`src/rtl/lane_wr_ctrl_pkg.sv`:
```
// Shared definitions for the write-direction lane controller: FSM encoding,
// fixed pipeline offsets and the burst sequencing function.
package lane_wr_ctrl_pkg;

  typedef enum logic [1:0] {
    ST_IDLE  = 2'd0,
    ST_PRE   = 2'd1,
    ST_BURST = 2'd2,
    ST_POST  = 2'd3
  } wr_state_t;

  localparam int OE_OFFSET   = 2;
  localparam int DATA_OFFSET = 3;

  // One register is the delay line's first stage and one is the output flop.
  localparam int EN_TAP_OFS   = OE_OFFSET - 2;
  localparam int DATA_TAP_OFS = DATA_OFFSET - 2;

  // tap_now announces a beat two cycles ahead, tap_prev the beat one cycle ahead.
  // A single idle beat between bursts goes straight BURST->PRE so data stays aligned.
  function automatic wr_state_t next_state(wr_state_t cur, logic tap_now, logic tap_prev);
    case (cur)
      ST_IDLE:  next_state = tap_now ? ST_PRE : ST_IDLE;
      ST_PRE:   next_state = ST_BURST;
      ST_BURST: begin
        if (tap_prev) begin
          next_state = ST_BURST;
        end else if (tap_now) begin
          next_state = ST_PRE;
        end else begin
          next_state = ST_POST;
        end
      end
      ST_POST:  next_state = tap_now ? ST_PRE : ST_IDLE;
      default:  next_state = ST_IDLE;
    endcase
  endfunction

endpackage

```
`src/rtl/lane_wr_ctrl_delay_line.sv`:
```
// Fixed-depth shift register with a runtime-selected tap at sel + OFFSET.
module wl_delay_line #(
  parameter int WIDTH  = 1,
  parameter int DEPTH  = 16,
  parameter int SEL_W  = 4,
  parameter int OFFSET = 0
) (
  input  logic             clk,
  input  logic             rst,
  input  logic [WIDTH-1:0] din,
  input  logic [SEL_W-1:0] sel,
  output logic [WIDTH-1:0] tap
);

  localparam int IDX_W = (DEPTH > 1) ? $clog2(DEPTH) : 1;

  logic [WIDTH-1:0] sr [DEPTH];
  logic [IDX_W-1:0] idx;

  assign idx = IDX_W'(sel) + IDX_W'(OFFSET);
  assign tap = sr[idx];

  always_ff @(posedge clk or posedge rst) begin
    if (rst) begin
      for (int k = 0; k < DEPTH; k++) begin
        sr[k] <= '0;
      end
    end else begin
      sr[0] <= din;
      for (int k = 1; k < DEPTH; k++) begin
        sr[k] <= sr[k-1];
      end
    end
  end

endmodule

```
`src/rtl/lane_wr_ctrl.sv`:
```
// Write-direction lane controller: delays DFI write enable/data by the
// programmed latency and sequences DQS/DQ output enables with pre/postamble.
module lane_wr_ctrl
  import lane_wr_ctrl_pkg::*;
#(
  parameter int IOG_DQS_LANES = 2,
  parameter int LANE_DATA_W   = 16,
  parameter int WL_WIDTH      = 4
) (
  input  logic                                   SCLK,
  input  logic                                   reset,
  input  logic [WL_WIDTH-1:0]                    write_latency,
  input  logic                                   dfi_wrdata_en,
  input  logic [IOG_DQS_LANES*LANE_DATA_W-1:0]   dfi_wrdata,
  output logic [IOG_DQS_LANES-1:0]               dqs_oe_N,
  output logic [IOG_DQS_LANES-1:0]               dq_oe_N,
  output logic                                   dqs_preamble,
  output logic                                   wr_data_load,
  output logic [IOG_DQS_LANES*LANE_DATA_W-1:0]   wrdata_out
);

  localparam int DATA_W   = IOG_DQS_LANES * LANE_DATA_W;
  localparam int EN_DEPTH = 2 ** WL_WIDTH;
  localparam int DT_DEPTH = 2 ** WL_WIDTH + 2;

  logic [WL_WIDTH-1:0] wl_q;
  logic [WL_WIDTH:0]   en_age;
  logic                en_line_empty;
  logic                en_tap;
  logic                en_tap_q;
  logic [DATA_W-1:0]   data_tap;
  wr_state_t           state;
  wr_state_t           state_nxt;

  wl_delay_line #(
    .WIDTH  (1),
    .DEPTH  (EN_DEPTH),
    .SEL_W  (WL_WIDTH),
    .OFFSET (EN_TAP_OFS)
  ) u_en_line (
    .clk (SCLK),
    .rst (reset),
    .din (dfi_wrdata_en),
    .sel (wl_q),
    .tap (en_tap)
  );

  wl_delay_line #(
    .WIDTH  (DATA_W),
    .DEPTH  (DT_DEPTH),
    .SEL_W  (WL_WIDTH),
    .OFFSET (DATA_TAP_OFS)
  ) u_data_line (
    .clk (SCLK),
    .rst (reset),
    .din (dfi_wrdata),
    .sel (wl_q),
    .tap (data_tap)
  );

  // en_age counts down from the line depth after each enable; zero means the
  // enable line holds no set bit, which is exactly when wl_q may change.
  always_ff @(posedge SCLK or posedge reset) begin
    if (reset) begin
      en_age <= '0;
    end else if (dfi_wrdata_en) begin
      en_age <= (WL_WIDTH+1)'(EN_DEPTH);
    end else if (en_age != '0) begin
      en_age <= en_age - (WL_WIDTH+1)'(1);
    end else begin
      en_age <= en_age;
    end
  end

  assign en_line_empty = (en_age == '0);

  always_ff @(posedge SCLK or posedge reset) begin
    if (reset) begin
      wl_q     <= '0;
      en_tap_q <= 1'b0;
    end else begin
      en_tap_q <= en_tap;
      if (state == ST_IDLE && en_line_empty) begin
        wl_q <= write_latency;
      end else begin
        wl_q <= wl_q;
      end
    end
  end

  assign state_nxt = next_state(state, en_tap, en_tap_q);

  // Outputs are decoded from the next state so they line up with the state register.
  always_ff @(posedge SCLK or posedge reset) begin
    if (reset) begin
      state        <= ST_IDLE;
      dqs_oe_N     <= '0;
      dq_oe_N      <= '0;
      dqs_preamble <= 1'b0;
      wr_data_load <= 1'b0;
      wrdata_out   <= '0;
    end else begin
      state        <= state_nxt;
      dqs_oe_N     <= {IOG_DQS_LANES{state_nxt != ST_IDLE}};
      dq_oe_N      <= {IOG_DQS_LANES{state_nxt == ST_BURST}};
      dqs_preamble <= (state_nxt == ST_PRE);
      wr_data_load <= (state_nxt == ST_BURST);
      if (state_nxt == ST_BURST) begin
        wrdata_out <= data_tap;
      end else begin
        wrdata_out <= wrdata_out;
      end
    end
  end

endmodule

```
`config.mk`:
```
export PLATFORM = sky130hd
export DESIGN_NAME = lane_wr_ctrl
export DESIGN_NICKNAME = d
export VERILOG_FILES = /design/src/rtl/lane_wr_ctrl_pkg.sv /design/src/rtl/lane_wr_ctrl_delay_line.sv /design/src/rtl/lane_wr_ctrl.sv
export SDC_FILE = /design/constraint.sdc
export NUM_CORES = 1
export LEC_CHECK = 0
export CAP_MARGIN = 15
export CORE_ASPECT_RATIO = 1.4
export CORE_MARGIN = 3
export CORE_UTILIZATION = 64
export DETAILED_ROUTE_END_ITERATION = 10
export PLACE_DENSITY = 0.83
export SYNTH_ARGS = -nofsm -noshare
export SYNTH_HDL_FRONTEND = slang
export SYNTH_SLANG_ARGS = --single-unit
```
`constraint.sdc`:
```
create_clock -name SCLK -period 53.2 [get_ports SCLK]
set_input_delay 5.32 -clock SCLK [delete_from_list [all_inputs] [get_ports SCLK]]
set_output_delay 5.32 -clock SCLK [all_outputs]
set_load 0.005 [all_outputs]
```
==> flow_metrics.py <==
metrics = {
    "power": {
        "power.density_mw_per_mm2": 63.4,
        "ir_drop_mv": 0.0830,
        "power.leakage_nw": 10.2,
    },
    "synthesis": {
        "synth.distinct_cells": 39,
        "synthTopCellsByCount": "608 x dfrtp_1, 128 x mux4_2, 72 x mux2i_1",
        "syn-num-nets": 1100,
        "synth_area_leaders": "dfrtp_1 74%, mux4_2 14%, mux2i_1 3.5%",
        "avgSynthCellArea_um2": 19.5,
        "synth_top_area_cell": "dfrtp_1",
        "synth_edf_count": 0,
        "ys_seq_elements": 608,
        "yosysMostFrequentCell": "dfrtp_1",
        "synthFlopType": "dfrtp_1",
        "async_flop_share_pct": 100,
        "synth_cells": 1056,
        "yosys_warnings": 0,
        "synth-seq-area-share_pct": 73.7,
        "syn_area_mm2": 0.0206,
        "synth_top_area_share_pct": 73.7,
    },
    "floorplanning": {
        "dieArea_mm2": 0.0345,
        "initial_core_util_pct": 65.1,
        "die_w_um": 158,
        "rows": 77,
        "dieHeight_um": 218,
        "num_io_pins": 77,
        "coreArea_mm2": 0.0317,
    },
    "cells_and_area": {
        "multi_input_area_mm2": 0.00512,
        "final_util_pct": 74.2,
        "fin_area_mm2": 0.0235,
        "area_delta_synth_final_pct": 13.9,
        "fin_nets": 1188,
        "final-seq-area_mm2": 0.0152,
        "diodes": 0,
        "layout.cells.non_filler": 1580,
        "fillers": 1678,
        "drive_gt1_share_pct": 23.9,
    },
    "timing": {
        "relSlewSlack_pct": 28.3,
        "finClkSkew_ps": 21.2,
        "clock.fmax_ghz": 0.124,
        "fin_crit_sh_pct": 15.2,
        "fin_crit_ps": 8060,
        "hold_viol_final": 0,
        "finalSetupTns_ps": 0,
        "rsz0062_at_grt": "false",
        "hold_slack_ps": 360,
        "slew_viol_final": 0,
        "setup_viol": 0,
        "worst_pin_slew_ps": 1080,
    },
    "run": {
        "maxCapViolCount": 0,
    },
    "cts": {
        "cts_resized": 0,
        "cts_buffer_depth": 3,
        "post_cts_buffers": 0,
        "clock-sinks": 608,
        "cts_hold_buf": 0,
        "cts_made_buffers": 53,
        "cts_tree": "built",
        "ctsHtreeMaxLevel": 2,
        "path_clk_slew_ps": 70,
        "clk_latency_ps": 580,
        "clock-root-buffer": "clkbuf_16",
    },
    "detailed_routing": {
        "met3_length_um": 1720,
        "wl_met1_um": 15700,
        "first_pass_iters": 4,
        "top_layer_used": "met4",
        "wl_met2_um": 20400,
        "drt-wirelength-per-cell_um": 24.7,
        "wirelength_um": 39000,
        "drtIter0Drc": 789,
        "via_count": 9771,
        "route.detailed.drc": 0,
        "final_antenna_net_count": 0,
        "vias_per_cell": 6.18,
    },
    "min_path": {
        "min_from": "u_data_line.sr[140]",
        "min_to": "u_data_line.sr[108]",
        "hp-class": "reg -> reg",
        "whs_path_depth": 0,
    },
    "critical_path": {
        "endpoint_kind": "asynchronous set/reset pin",
        "reg2reg_to": "wrdata_out[30]",
        "required_ps": 53620,
        "crit_type": "in -> async",
        "reg2reg_depth": 6,
        "crit_fanout": 136,
        "critPathLaunchType": "input port",
        "cp.arrival_ps": 8480,
        "r2r_start": "wl_q[0]",
        "rrSetupSlack_ps": 48830,
    },
    "global_route": {
        "grt_pass1_wl_um": 63900,
        "antenna_found_initial": 0,
        "grt_overflow": 0,
        "grt_usage_pct": 24.2,
        "grt_pass1_vias": 11200,
        "grt_max_degree": 193,
    },
    "placement": {
        "io_buffers": 76,
        "placed_cells": 1483,
        "dpl.hpwl_um": 19900,
        "gp_congestion": 0.744,
        "place_area_mm2": 0.0217,
    },
    "outcome": {
        "outcome": "completed",
    },
}
worst max-delay path, cell delays in order:
cell and delay (ps):
clkdlybuf4s50_1 490, inv_8 220, buf_16 480, buf_4 860, buf_4 920
worst max path at each step:
| stage | end | cells past startpoint | start |
|---|---|---|---|
| CTS | wl_q[0] | 4 | reset |
| global route | wl_q[0] | 5 | reset |
| detailed placement | wl_q[0] | 4 | reset |
| floorplan | dqs_oe_N[0] | 1 | reset |
| global placement | wl_q[0] | 4 | reset |
| finish | wl_q[0] | 5 | reset |
final cells by class:
cell class                      count  share of cell area [%]
Sequential cell                   608                    64.7
Clock inverter                     23                   0.846
Multi-Input combinational cell    381                    21.8
Clock buffer                       73                    6.53
Tap cell                          395                    2.10
Timing Repair Buffer               90                    3.82
Inverter                           10                   0.192
per-stage QoR:
stage                     setup WS [ps]  power (mW)
after global placement            44450        1.10
after floorplan                   30860       0.976
after CTS                         44940        1.51
final                             45140        1.49
after detailed placement          44320        1.11
after global routing              44680        1.56
report_power, final:
group          switching [mW]  internal (mW)  leakage (nW)
registers              0.0338          0.505          7.11
clock network           0.168          0.216         0.867
logic                   0.268          0.299          2.22
total                   0.470           1.02          10.2
kinds of logic (layout without fill, tap and decap cells):
kind of cell | Yosys count | count (layout) | synth area share, %
XOR/XNOR | 3 | 3 | 0.127
AND/OR/NAND/NOR | 70 | 70 | 1.49
adder cells (fa/ha/maj) | 5 | 5 | 0.303
multiplexers | 244 | 244 | 20.4
flip-flops | 608 | 608 | 73.7
AO/OA/AOI/OAI | 59 | 59 | 2.20
buffers and inverters | 67 | 196 | 1.75
metal layers:
| metal | global-route usage (%) | vias up |
|---|---|---|
| li1 | - | 4030 |
| met1 | 34.5 | 5386 |
| met2 | 39.2 | 260 |
| met3 | 4.06 | 95 |
| met4 | 7.96 | 0 |
| met5 | 0 | - |
cell usage in the layout, fill, tap and decap left out, drive strengths merged, types with 14 or more instances in the layout:
cell,n
clkinv,17
buf,14
clkdlybuf4s50,76
dfrtp,608
o221ai,31
clkbuf,73
mux4,128
mux2,44
nand2,37
mux2i,72
registers in the layout (all words and copies together), names as in the netlist, 2 cells and up:
register and flops:
u_en_line.sr 16, wl_q 4, en_age 5, wrdata_out 32
u_data_line.sr 545, state 2
No activity file was read; power rests on OpenSTA's default activity.
